--- config.mk ---
export PLATFORM = sky130hd
export DESIGN_NAME = wb_mem_arbiter
export DESIGN_NICKNAME = d
export VERILOG_FILES = /design/src/rtl/wb_arb_pkg.sv /design/src/rtl/wb_rr_grant.sv /design/src/rtl/wb_mem_arbiter.sv
export SDC_FILE = /design/constraint.sdc
export NUM_CORES = 1
export LEC_CHECK = 0
export ABC_AREA = 1
export CAP_MARGIN = 20
export CORE_AREA = 2 2 118 120
export DETAILED_ROUTE_END_ITERATION = 10
export DIE_AREA = 0 0 120 122
export PLACE_DENSITY_LB_ADDON = 0.08
export SLEW_MARGIN = 20
export SYNTH_ARGS = -nofsm -noshare
export SYNTH_HDL_FRONTEND = slang
export SYNTH_SLANG_ARGS = --single-unit
--- constraint.sdc ---
create_clock -name clk -period 3.4 [get_ports clk]
set_input_delay 0.51 -clock clk [delete_from_list [all_inputs] [get_ports clk]]
set_output_delay 0.51 -clock clk [all_outputs]
set_load 0.05 [all_outputs]
--- src/rtl/wb_arb_pkg.sv ---
// Shared encodings for the 2-master Wishbone memory arbiter: FSM states,
// one-hot grant values and the watchdog counter width helper.
package wb_arb_pkg;

  localparam logic [0:0] ST_IDLE = 1'b0;
  localparam logic [0:0] ST_BUSY = 1'b1;

  typedef enum logic [0:0] {
    ARB_IDLE = ST_IDLE,
    ARB_BUSY = ST_BUSY
  } arb_state_t;

  localparam logic [1:0] GNT_NONE = 2'b00;
  localparam logic [1:0] GNT_M0   = 2'b01;
  localparam logic [1:0] GNT_M1   = 2'b10;

  // A disabled watchdog still gets a 1-bit counter so the port-free logic stays legal.
  function automatic int unsigned wd_cnt_width(input int unsigned cycles);
    int unsigned w;
    if (cycles == 0) w = 1;
    else             w = $clog2(cycles + 1);
    return w;
  endfunction

endpackage

--- src/rtl/wb_rr_grant.sv ---
// Two-input round-robin picker: a lone requester wins, a tie goes to the
// master that was not served last.
module wb_rr_grant
  import wb_arb_pkg::*;
(
  input  logic [1:0] req,
  input  logic [1:0] last_grant,
  output logic [1:0] grant
);

  always_comb begin
    grant = GNT_NONE;
    case (req)
      2'b01:   grant = GNT_M0;
      2'b10:   grant = GNT_M1;
      2'b11:   grant = (last_grant == GNT_M1) ? GNT_M0 : GNT_M1;
      default: grant = GNT_NONE;
    endcase
  end

endmodule

--- src/rtl/wb_mem_arbiter.sv ---
// 2-master -> 1-slave Wishbone-classic arbiter in front of the shared memory:
// round-robin grant, one transaction at a time, watchdog against a hung slave.
module wb_mem_arbiter
  import wb_arb_pkg::*;
#(
  parameter int unsigned           ADDR_WIDTH     = 32,
  parameter int unsigned           DATA_WIDTH     = 32,
  parameter int unsigned           TIMEOUT_CYCLES = 16,
  parameter logic [DATA_WIDTH-1:0] TIMEOUT_DATA   = 32'hDEADBEEF
) (
  input  logic                  clk,
  input  logic                  rst,

  input  logic                  m0_cyc,
  input  logic                  m0_stb,
  input  logic                  m0_we,
  input  logic [ADDR_WIDTH-1:0] m0_addr,
  input  logic [DATA_WIDTH-1:0] m0_data_i,
  output logic [DATA_WIDTH-1:0] m0_data_o,
  output logic                  m0_ack,

  input  logic                  m1_cyc,
  input  logic                  m1_stb,
  input  logic                  m1_we,
  input  logic [ADDR_WIDTH-1:0] m1_addr,
  input  logic [DATA_WIDTH-1:0] m1_data_i,
  output logic [DATA_WIDTH-1:0] m1_data_o,
  output logic                  m1_ack,

  output logic                  s_cyc,
  output logic                  s_stb,
  output logic                  s_we,
  output logic [ADDR_WIDTH-1:0] s_addr,
  output logic [DATA_WIDTH-1:0] s_data_o,
  input  logic [DATA_WIDTH-1:0] s_data_i,
  input  logic                  s_ack,

  output logic [1:0]            grant_o,
  output logic                  timeout_o,
  input  logic                  timeout_clr_i
);

  localparam int unsigned    CW       = wd_cnt_width(TIMEOUT_CYCLES);
  localparam logic [CW-1:0]  CNT_MAX  = '1;
  localparam logic [CW-1:0]  CNT_LAST = CW'(TIMEOUT_CYCLES - 1);
  localparam bit             WD_ON    = (TIMEOUT_CYCLES != 0);

  arb_state_t            state;
  logic [1:0]            owner;
  logic [1:0]            last_grant;
  logic [1:0]            req;
  logic [1:0]            pick;
  logic [CW-1:0]         cnt;

  logic                  busy;
  logic                  own_cyc;
  logic                  own_stb;
  logic                  own_we;
  logic [ADDR_WIDTH-1:0] own_addr;
  logic [DATA_WIDTH-1:0] own_wdata;
  logic                  done_ack;
  logic                  abort;
  logic                  tmo;
  logic                  finish;
  logic [DATA_WIDTH-1:0] rdata;

  assign req  = {m1_cyc & m1_stb, m0_cyc & m0_stb};
  assign busy = (state == ARB_BUSY);

  wb_rr_grant u_rr (
    .req        (req),
    .last_grant (last_grant),
    .grant      (pick)
  );

  always_comb begin
    own_cyc   = owner[1] ? m1_cyc    : m0_cyc;
    own_stb   = owner[1] ? m1_stb    : m0_stb;
    own_we    = owner[1] ? m1_we     : m0_we;
    own_addr  = owner[1] ? m1_addr   : m0_addr;
    own_wdata = owner[1] ? m1_data_i : m0_data_i;
  end

  // Completion priority: slave ack, then a master abort, then the watchdog.
  always_comb begin
    done_ack = busy & s_ack;
    abort    = busy & ~s_ack & ~own_cyc;
    tmo      = WD_ON & busy & ~s_ack & own_cyc & (cnt == CNT_LAST);
    finish   = done_ack | tmo;
    rdata    = tmo ? TIMEOUT_DATA : s_data_i;
  end

  // owner is GNT_NONE outside BUSY, so every output collapses to zero in IDLE/reset.
  always_comb begin
    s_cyc     = busy & own_cyc;
    s_stb     = busy & own_stb;
    s_we      = busy & own_we;
    s_addr    = busy ? own_addr  : '0;
    s_data_o  = busy ? own_wdata : '0;
    m0_ack    = finish & owner[0];
    m1_ack    = finish & owner[1];
    m0_data_o = m0_ack ? rdata : '0;
    m1_data_o = m1_ack ? rdata : '0;
    grant_o   = owner;
  end

  always_ff @(posedge clk or posedge rst) begin
    if (rst) begin
      state      <= ARB_IDLE;
      owner      <= GNT_NONE;
      last_grant <= GNT_M1;
      cnt        <= '0;
      timeout_o  <= 1'b0;
    end else begin
      if (tmo)                timeout_o <= 1'b1;
      else if (timeout_clr_i) timeout_o <= 1'b0;

      case (state)
        ARB_IDLE: begin
          cnt <= '0;
          if (|req) begin
            owner <= pick;
            state <= ARB_BUSY;
          end
        end
        ARB_BUSY: begin
          if (finish) begin
            last_grant <= owner;
            owner      <= GNT_NONE;
            state      <= ARB_IDLE;
          end else if (abort) begin
            owner <= GNT_NONE;
            state <= ARB_IDLE;
          end else if (cnt != CNT_MAX) begin
            cnt <= cnt + 1'b1;
          end
        end
        default: begin
          owner <= GNT_NONE;
          state <= ARB_IDLE;
        end
      endcase
    end
  end

endmodule

**Yosys cells after proc, flatten, opt, wreduce, memory -nomap -nowiden**

Cells that the tools add are included.

- Flip-flop bits (word level): 11
- Latch bits: 0
- Memory bits (writable): 0
- ROM bits: 0
- Bits of input ports: 170
- Output and inout port bits: 136
- Memories: 0

- Add/sub/neg operators: 1
- $mul: 0
- Div/mod/pow operators: 0
- Magnitude comparators: 0
- Equal/unequal tests: 11
- Shifts and indexed selects: 0
- Mux-type cells: 26
- Bitwise gates (word level): 16
- Reduce and logical (&&, ||, !) cells: 5

Operators by type and width:

| operator | count |
|---|---|
| $mux 32 | 7 |
| $mux 5 | 3 |
| $and 1x1->1 | 12 |
| $pmux 5 s2 | 1 |
| $mux 1 | 8 |
| $mux 2 | 4 |
| $eq 2x2->1 const B | 3 |
| $ne 2x2->1 const B | 3 |
| $pmux 2 s3 | 1 |
| $add 5x1->5 const B | 1 |
| $eq 5x4->1 const B | 1 |
| $ne 5x5->1 const B | 1 |
| $pmux 2 s2 | 1 |
| $reduce_and 2->1 | 2 |
| $ne 3x1->1 const B | 1 |
| $not 1->1 | 3 |
| $reduce_and 3->1 | 1 |
| $eq 2x1->1 const B | 1 |
| $ne 2x1->1 const B | 1 |
| $pmux 1 s2 | 1 |
| $reduce_bool 2->1 | 1 |
| $reduce_or 2->1 | 1 |
| $or 1x1->1 | 1 |

**Longest topological paths before layout**

Gate-level depths: netlist of the first run.

- Word-level depth: 7
- Depth in mapped cells: 10

**Cells and area by module**

From an unflattened synthesis of the first run, not the netlist that was laid out.

- Cell total of the unflattened synthesis: 444
- Area, all modules: 2337.2 um^2

By module, submodules not included:

| module | times used | cells each | area an instance (um^2) |
|---|---|---|---|
| wb_mem_arbiter | 1 | 430 | 2282.2 |
| wb_rr_grant | 1 | 14 | 55.1 |

**Worst setup path before layout of the first run**

Ideal clock, no wire load.

- Path type: register to output
- Start point: reg owner[1], in the netlist grant_o[1]
- End point: out m1_data_o[0]
- Data arrival time: 2.117 ns
- Required time: 2.890 ns
- Setup slack: 0.773 ns
- Stages on the path, launching flop included: 6
- Buffers on the path: 1
- Path through: dfrtp_1 -> nand2_1 -> nand2_1 -> nand3_2 -> buf_2 -> a21oi_1

- Word-level cells in the longest chain between the ends: 6
- Elaborated cells between the ends (all ways): 7
- Those cells by class: 3 x mux; 4 x bitwise

Ends and longest elaborated chain:

| item | line | RTL |
|---|---|---|
| from (decl) | wb_mem_arbiter.sv:49 | `logic [1:0] owner;` |
| from (signal assigned) | wb_mem_arbiter.sv:122 | `owner <= pick;` |
| $mux 1 | wb_mem_arbiter.sv:77 | `own_cyc = owner[1] ? m1_cyc : m0_cyc;` |
| $and 1x1->1 (2 in series) | wb_mem_arbiter.sv:88 | `tmo = WD_ON & busy & ~s_ack & own_cyc & (cnt == CNT_LAST);` |
| $or 1x1->1 | wb_mem_arbiter.sv:89 | `finish = done_ack \| tmo;` |
| $and 1x1->1 | wb_mem_arbiter.sv:101 | `m1_ack = finish & owner[1];` |
| $mux 32 * | wb_mem_arbiter.sv:103 | `m1_data_o = m1_ack ? rdata : '0;` |
| to (decl) | wb_mem_arbiter.sv:27 | `output logic [DATA_WIDTH-1:0] m1_data_o,` |

Mark *: on every way between the ends. The rest lies on a longest branch, timed or not.

**Final worst setup path of the first run**

- Start point: reg cnt[0]
- End point: out m1_data_o[29]

- Word-level cells in the longest chain between the ends: 5
- Elaborated cells between the ends (all ways): 6
- Those cells by class: 1 x eq/ne; 2 x mux; 3 x bitwise

Ends and longest elaborated chain:

| item | line | RTL |
|---|---|---|
| from (decl) | wb_mem_arbiter.sv:53 | `logic [CW-1:0] cnt;` |
| from (signal assigned) | wb_mem_arbiter.sv:135 | `cnt <= cnt + 1'b1;` |
| $eq 5x4->1 * | wb_mem_arbiter.sv:88 |  |
| $and 1x1->1 * | wb_mem_arbiter.sv:88 |  |
| $or 1x1->1 | wb_mem_arbiter.sv:89 |  |
| $and 1x1->1 | wb_mem_arbiter.sv:101 |  |
| $mux 32 * | wb_mem_arbiter.sv:103 |  |

Marked as above.

==> results of run 1 <==
synthesized netlist by cell type, types with 2 or more instances:
cell type / number
a21oi_1: 11
nor2_1: 141
a21oi_2: 38
inv_1: 55
nand2_1: 56
clkbuf_1: 17
nand2_4: 2
buf_2: 6
ha_1: 3
buf_1: 2
nand3_1: 4
inv_2: 4
o21ai_1: 2
buf_4: 2
buf_6: 5
o21ai_0: 68
dfrtp_1: 10
flip-flops by register name, summed over array words and instances, names as in the netlist:
| name | flops |
|---|---|
| timeout_o | 1 |
| busy | 1 |
| cnt | 5 |
| grant_o | 2 |
| last_grant | 2 |
cells by family (layout without fill, tap and decap cells):
group,count (synthesis),after routing,share of synthesized area
compound gates,119,119,0.323
xor+xnor,1,1,0.00383
fa+ha+maj,3,3,0.0164
buf+inv,91,372,0.172
flops,11,11,0.121
simple gates,209,209,0.364
cell type report:
cell class	instances	area share
Clock buffer	4	0.0131
Inverter	59	0.0367
Multi-Input combinational cell	332	0.268
Sequential cell	11	0.0462
Tap cell	180	0.0373
Timing Repair Buffer	309	0.599
power groups by stage:
stage / clock network (uW) / logic, uW / registers (uW)
5_1_grt: 228 / 1690 / 204
4_1_cts: 220 / 1610 / 200
3_5_place_dp: 0 / 1600 / 201
3_3_place_gp: 0 / 1600 / 199
2_1_floorplan: 0 / 956 / 190
6_report: 218 / 1590 / 197
worst paths after layout:
path / slack (ns) / startpoint / endpoint / cells past startpoint
setup reg to reg: 1.37 / cnt[0] / cnt[1] / 10
min in group asynchronous: 0.58 / rst / cnt[1] / 2
hold / removal: 0.48 / last_grant[1] / last_grant[1] / 2
hold reg to reg: 0.48 / last_grant[1] / last_grant[1] / 2
setup / recovery: 0.54 / cnt[0] / m1_data_o[29] / 11
max in group asynchronous: 2.48 / rst / last_grant[1] / 2
tightest hold or removal path: cells and delay by family (launching register included):
kind	cells	cell delay [ns]
compound gates	1	0.07
flops	1	0.35
buf+inv	1	0.06
routing by layer:
| layer | global-route usage | vias up | wire length [um] |
|---|---|---|---|
| met4 | 0.0463 | 0 | 286 |
| met3 | 0.0445 | 19 | 1180 |
| li1 | - | 1908 | - |
| met1 | 0.193 | 1606 | 5310 |
| met2 | 0.301 | 194 | 6190 |
| met5 | 0 | - | 0 |
stage by stage:
stage / total power (uW) / setup slack (ns)
2_1_floorplan: 1150 / 0.773
3_3_place_gp: 1790 / 0.588
3_5_place_dp: 1800 / 0.550
4_1_cts: 2030 / 0.503
5_1_grt: 2120 / 0.335
6_report: 2010 / 0.540
==> flow_metrics.env, run 1 <==
export IMPL_post_place_cells=891
export IMPL_starting_utilization_of_the_core_area=0.169
export IMPL_antenna_violations_before_repair=0
export IMPL_via_count=3727
export IMPL_path_clk_slew_ns=0.04
export IMPL_rsz0062_at_grt="no"
export IMPL_sum_of_buffers_and_inverters_on_the_critical_path=3
export IMPL_die_height_um=122
export IMPL_synth_ff_latch_count=11
export IMPL_power_net_switching_uw=1130
export IMPL_global_route_wire_length_before_repair_um=19500
export IMPL_multiInputGateArea_sq_mm=0.00162
export IMPL_coreArea_sq_mm=0.0135
export IMPL_grt_ovfl_total=0
export IMPL_crit_path_cell_trace="ha_1 > nand2_1 > nor2_1 > ha_1 > nand3_2 > nand2_2 > nand2_4 > inv_2 > nand2_1 > inv_1 > buf_12"
export IMPL_synth_yosys_warnings=0
export IMPL_replace_congestion=0.854
export IMPL_layout_nets=889
export IMPL_post_dp_cell_area_sq_mm=0.00596
export IMPL_finalHoldWorstSlack_ns=0.482
export IMPL_clock_tree_from_tritoncts="yes"
export IMPL_worstMarginPinSlew_ns=0.710
export IMPL_synth_top_area_share=0.231
export IMPL_cts_root_buf="clkbuf_16"
export IMPL_finClkSkew_ns=0.00394
export IMPL_area_growth_syn_to_layout_pct=164
export IMPL_initialDrtViolationCount=169
export IMPL_max_vdd_ir_drop_uv=208
export IMPL_area_sequential_sq_um=279
export IMPL_endpoint_kind="output port"
export IMPL_ant_nets=0
export IMPL_report_final_slew_viol_count=0
export IMPL_commonest_non_fill_non_tap_cells_in_the_layout="172 x clkdlybuf4s50_1, 141 x nor2_1, 69 x buf_12"
export IMPL_area_leader_netlist="nor2_1"
export IMPL_cpPeakStageDelay_ns=0.38
export IMPL_post_route_min_period_ns=2.86
export IMPL_result_of_the_run="finished, final reports clean"
export IMPL_row_count=43
export IMPL_stdcell_area_sq_mm=0.00603
export IMPL_die_area_sq_mm=0.0146
export IMPL_syn_inst=434
export IMPL_setup_violations=0
export IMPL_timing_max_cap_violations=0
export IMPL_numCtsBuffers=3
export IMPL_clock_tree_buffer_depth=2
export IMPL_p_leak_uw=0.00283
export IMPL_timing_hold_worst_class="reg2reg"
export IMPL_insertedDiodeCount=0
export IMPL_fmax_mhz=350
export IMPL_critical_path_slowest_cell="dfrtp_1"
export IMPL_critical_path_startpoint_type="flip-flop"
export IMPL_detail_route_wirelength_um=13000
export IMPL_post_cts_setup_driven_buffer_insertion_count=0
export IMPL_via_count_of_the_first_global_routing_pass=3628
export IMPL_cell_internal_pwr_uw=884
export IMPL_portBuffers=305
export IMPL_synth_nets=607
export IMPL_grt_util_all_layers=0.167
export IMPL_holdBufCountCts=0
export IMPL_layout_worst_path_cycle_share=0.841
export IMPL_fin_cells=895
export IMPL_clk_latency_ns=0.24
export IMPL_post_route_cells_drive_above_1_share=0.267
export IMPL_asyncSetResetFlopFracSynth=1.00
export IMPL_crit_arrival_ns=2.35
export IMPL_relSlewSlack=0.526
export IMPL_post_route_util=0.447
export IMPL_syn_area_sq_mm=0.00229
export IMPL_criticalPathCategory="reg2out"
export IMPL_synth_cell_type_count=25
export IMPL_postCtsResizedCells=0
export IMPL_ys_dominant_reg_cell="dfrtp_1"
export IMPL_die_w_um=120
export IMPL_power_clock_fraction=0.108
export IMPL_drt_pass1_iter_count=4
export IMPL_cp_required_ns=2.89
export IMPL_crit_fanout=26
export IMPL_io_pins=306
export IMPL_netSwitchingFraction=0.560
export IMPL_avgRoutedWirePerCell_um=14.5
export IMPL_synth_seq_area_share=0.121
export IMPL_post_synth_edffs=0
export IMPL_yosys_top_cells_area="nor2_1 23%, o21ai_0 15%, a21oi_2 15%"
export IMPL_power_per_cell_area_mw_per_mm2=333
export IMPL_layout_cells_most_common="clkdlybuf4s50_1"
export IMPL_detail_route_vias_per_cell=4.16
export IMPL_grt_start_max_net_pins=67
export IMPL_dp_final_hpwl_um=10600
export IMPL_syn_avg_cell_area_sq_um=5.27
export IMPL_combPwrFrac=0.793
export IMPL_cp_top_family="simple AND/OR/NAND/NOR gates"
export IMPL_hold_viol=0
export IMPL_seq_power_share=0.098
export IMPL_route_detailed_drc=0
export IMPL_totalNegativeSetupSlack_ns=0
export IMPL_final_fill_count=1346
export IMPL_cts_sinks=11
export IMPL_cts_htree_levels=1
No activity file was read; power rests on OpenSTA's default activity.
==> inputs of run 2 (changes only) <==
--- a/config.mk
+++ b/config.mk
@@ -7,9 +7,9 @@
 export LEC_CHECK = 0
 export ABC_AREA = 1
 export CAP_MARGIN = 20
-export CORE_AREA = 2 2 118 120
+export CORE_AREA = 2 2 119 121
 export DETAILED_ROUTE_END_ITERATION = 10
-export DIE_AREA = 0 0 120 122
+export DIE_AREA = 0 0 121 123
 export PLACE_DENSITY_LB_ADDON = 0.08
 export SLEW_MARGIN = 20
 export SYNTH_ARGS = -nofsm -noshare
==> constraint.sdc (replaced) <==
create_clock -name clk -period 2.5 [get_ports clk]
set_input_delay 0.375 -clock clk [delete_from_list [all_inputs] [get_ports clk]]
set_output_delay 0.375 -clock clk [all_outputs]
set_load 0.05 [all_outputs]
==> flow_metrics.env, run 2 (synthesis gave the netlist of run 1 again) <==
export IMPL_worstReg2RegStart="cnt[1]"
export IMPL_relSlewSlack=0.637
export IMPL_post_place_cells=895
export IMPL_area_growth_syn_to_layout_pct=218
export IMPL_initialDrtViolationCount=133
export IMPL_path_clk_slew_ns=0.04
export IMPL_via_count=3910
export IMPL_worstMarginPinSlew_ns=0.543
export IMPL_replace_congestion=0.847
export IMPL_die_area_sq_mm=0.0149
export IMPL_clock_tree_buffer_depth=2
export IMPL_grt_start_max_net_pins=68
export IMPL_finClkSkew_ns=0.00346
export IMPL_result_of_the_run="finished, final reports clean"
export IMPL_layout_nets=912
export IMPL_fmax_mhz=411
export IMPL_post_route_util=0.535
export IMPL_layout_cells_most_common="clkdlybuf4s50_1"
export IMPL_clock_tree_from_tritoncts="yes"
export IMPL_post_route_cells_drive_above_1_share=0.298
export IMPL_timing_hold_worst_class="in2async"
export IMPL_coreArea_sq_mm=0.0136
export IMPL_timing_critical_path_to="m0_data_o[11]"
export IMPL_setup_violations=0
export IMPL_crit_arrival_ns=2.06
export IMPL_power_per_cell_area_mw_per_mm2=463
export IMPL_cts_htree_levels=1
export IMPL_detail_route_vias_per_cell=4.26
export IMPL_post_dp_cell_area_sq_mm=0.00684
export IMPL_timing_max_cap_violations=0
export IMPL_grt_util_all_layers=0.171
export IMPL_io_pins=306
export IMPL_via_count_of_the_first_global_routing_pass=3837
export IMPL_starting_utilization_of_the_core_area=0.168
export IMPL_cp_required_ns=2.12
export IMPL_largest_reg_flops=5
export IMPL_registers_top_by_ff_count="cnt"
export IMPL_criticalPathCategory="reg2out"
export IMPL_endpoint_kind="output port"
export IMPL_stdcell_area_sq_mm=0.00728
export IMPL_clk_latency_ns=0.24
export IMPL_dp_final_hpwl_um=11300
export IMPL_holdBufCountCts=0
export IMPL_commonest_non_fill_non_tap_cells_in_the_layout="172 x clkdlybuf4s50_1, 140 x nor2_1, 137 x buf_12"
export IMPL_numCtsBuffers=3
export IMPL_crit_reg2reg_capture="cnt[2]"
export IMPL_portBuffers=305
export IMPL_report_final_slew_viol_count=0
export IMPL_totalNegativeSetupSlack_ns=0
export IMPL_critical_path_startpoint_type="flip-flop"
export IMPL_setup_reg_to_reg_worst_slack_ns=0.61
export IMPL_layout_worst_path_cycle_share=0.974
export IMPL_fin_cells=918
export IMPL_avgRoutedWirePerCell_um=15.2
export IMPL_post_route_min_period_ns=2.43
export IMPL_die_w_um=121
export IMPL_max_vdd_ir_drop_uv=287
export IMPL_hold_viol=0
export IMPL_rr_worst_depth=10
export IMPL_rsz0062_at_grt="yes"
export IMPL_cts_root_buf="clkbuf_16"
export IMPL_drt_pass1_iter_count=5
export IMPL_die_height_um=123
export IMPL_critPathLaunch="cnt[1]"
export IMPL_insertedDiodeCount=0
export IMPL_crit_fanout=10
export IMPL_detail_route_wirelength_um=14000
export IMPL_ant_nets=0
export IMPL_final_fill_count=1239
export IMPL_antenna_violations_before_repair=0
export IMPL_global_route_wire_length_before_repair_um=20100
export IMPL_route_detailed_drc=0
export IMPL_grt_ovfl_total=0
export IMPL_row_count=43
export IMPL_p_leak_uw=0.00318
export IMPL_cts_sinks=11
[run 2: cell count changes in the layout (fill, tap and decap cells not counted), moves of 2 or more]
cell,previous run,this run
ha_1,3,1
buf_12,69,137
a21oi_4,0,14
inv_2,4,2
buf_4,68,17
inv_4,0,2
a21oi_1,11,9
nand2_8,0,4
buf_6,0,2
a21oi_2,38,26
[run 2: stage by stage]
step / hold WS (ns) / setup slack [ns] / power [uW]
after CTS: 0.464 / 0.0148 / 3350
after global routing: 0.492 / -0.0317 / 3540
after floorplan: 0.227 / 0.00797 / 1560
after global placement: 0.478 / 0.0921 / 3000
after detailed placement: 0.501 / 0.0250 / 3020
final: 0.438 / 0.0652 / 3380
[run 2: metal layers]
layer	share of wire	up-vias	routed length, um	GRT usage
met2	0.52	197	7240	0.330
met3	0.091	16	1280	0.0484
li1	-	1960	-	-
met1	0.37	1737	5140	0.176
met5	0	-	0	0
met4	0.024	0	332	0.0545
[run 2: final cells by class]
class,count,area [sq um],share of cell area
Timing Repair Buffer,329,4640,0.637
Multi-Input combinational cell,335,1840,0.252
Sequential cell,11,279,0.0383
Inverter,59,226,0.0311
Tap cell,180,225,0.0309
Clock buffer,4,78.8,0.0108
[run 2: what timing repair did]
action	4_1_cts	5_1_grt
cloned	0	4
buffers inserted	1	14
pin swaps	4	6
gates resized for setup	8	24
setup endpoints to repair	46	46
[run 2: report_power, final]
| part | switching (uW) | leakage, uW | internal (uW) |
|---|---|---|---|
| combinational | 1560 | 0.00300 | 1270 |
| clock | 77.8 | 0.0000382 | 214 |
| sequential | 46.0 | 0.000142 | 214 |
| total | 1680 | 0.00318 | 1700 |
[run 2: worst max-delay path, stage by stage (launching register included)]
cell and delay (ns):
dfrtp_1 0.37, ha_2 0.20, nand2_2 0.07, nor2_4 0.14
ha_4 0.15, nand3_4 0.12, nand2_8 0.17, nand2_8 0.10
buf_12 0.18, a21oi_2 0.15, buf_12 0.15
[run 2: how the worst min path moves through the flow]
stage                             start             to  slack, ns  cells after the start
after floorplan                     rst           busy       0.23                      1
after global placement    last_grant[1]  last_grant[1]       0.48                      2
after detailed placement  last_grant[1]  last_grant[1]       0.50                      2
after CTS                           rst         cnt[0]       0.46                      2
after global routing                rst         cnt[3]       0.49                      2
final                               rst         cnt[3]       0.44                      2
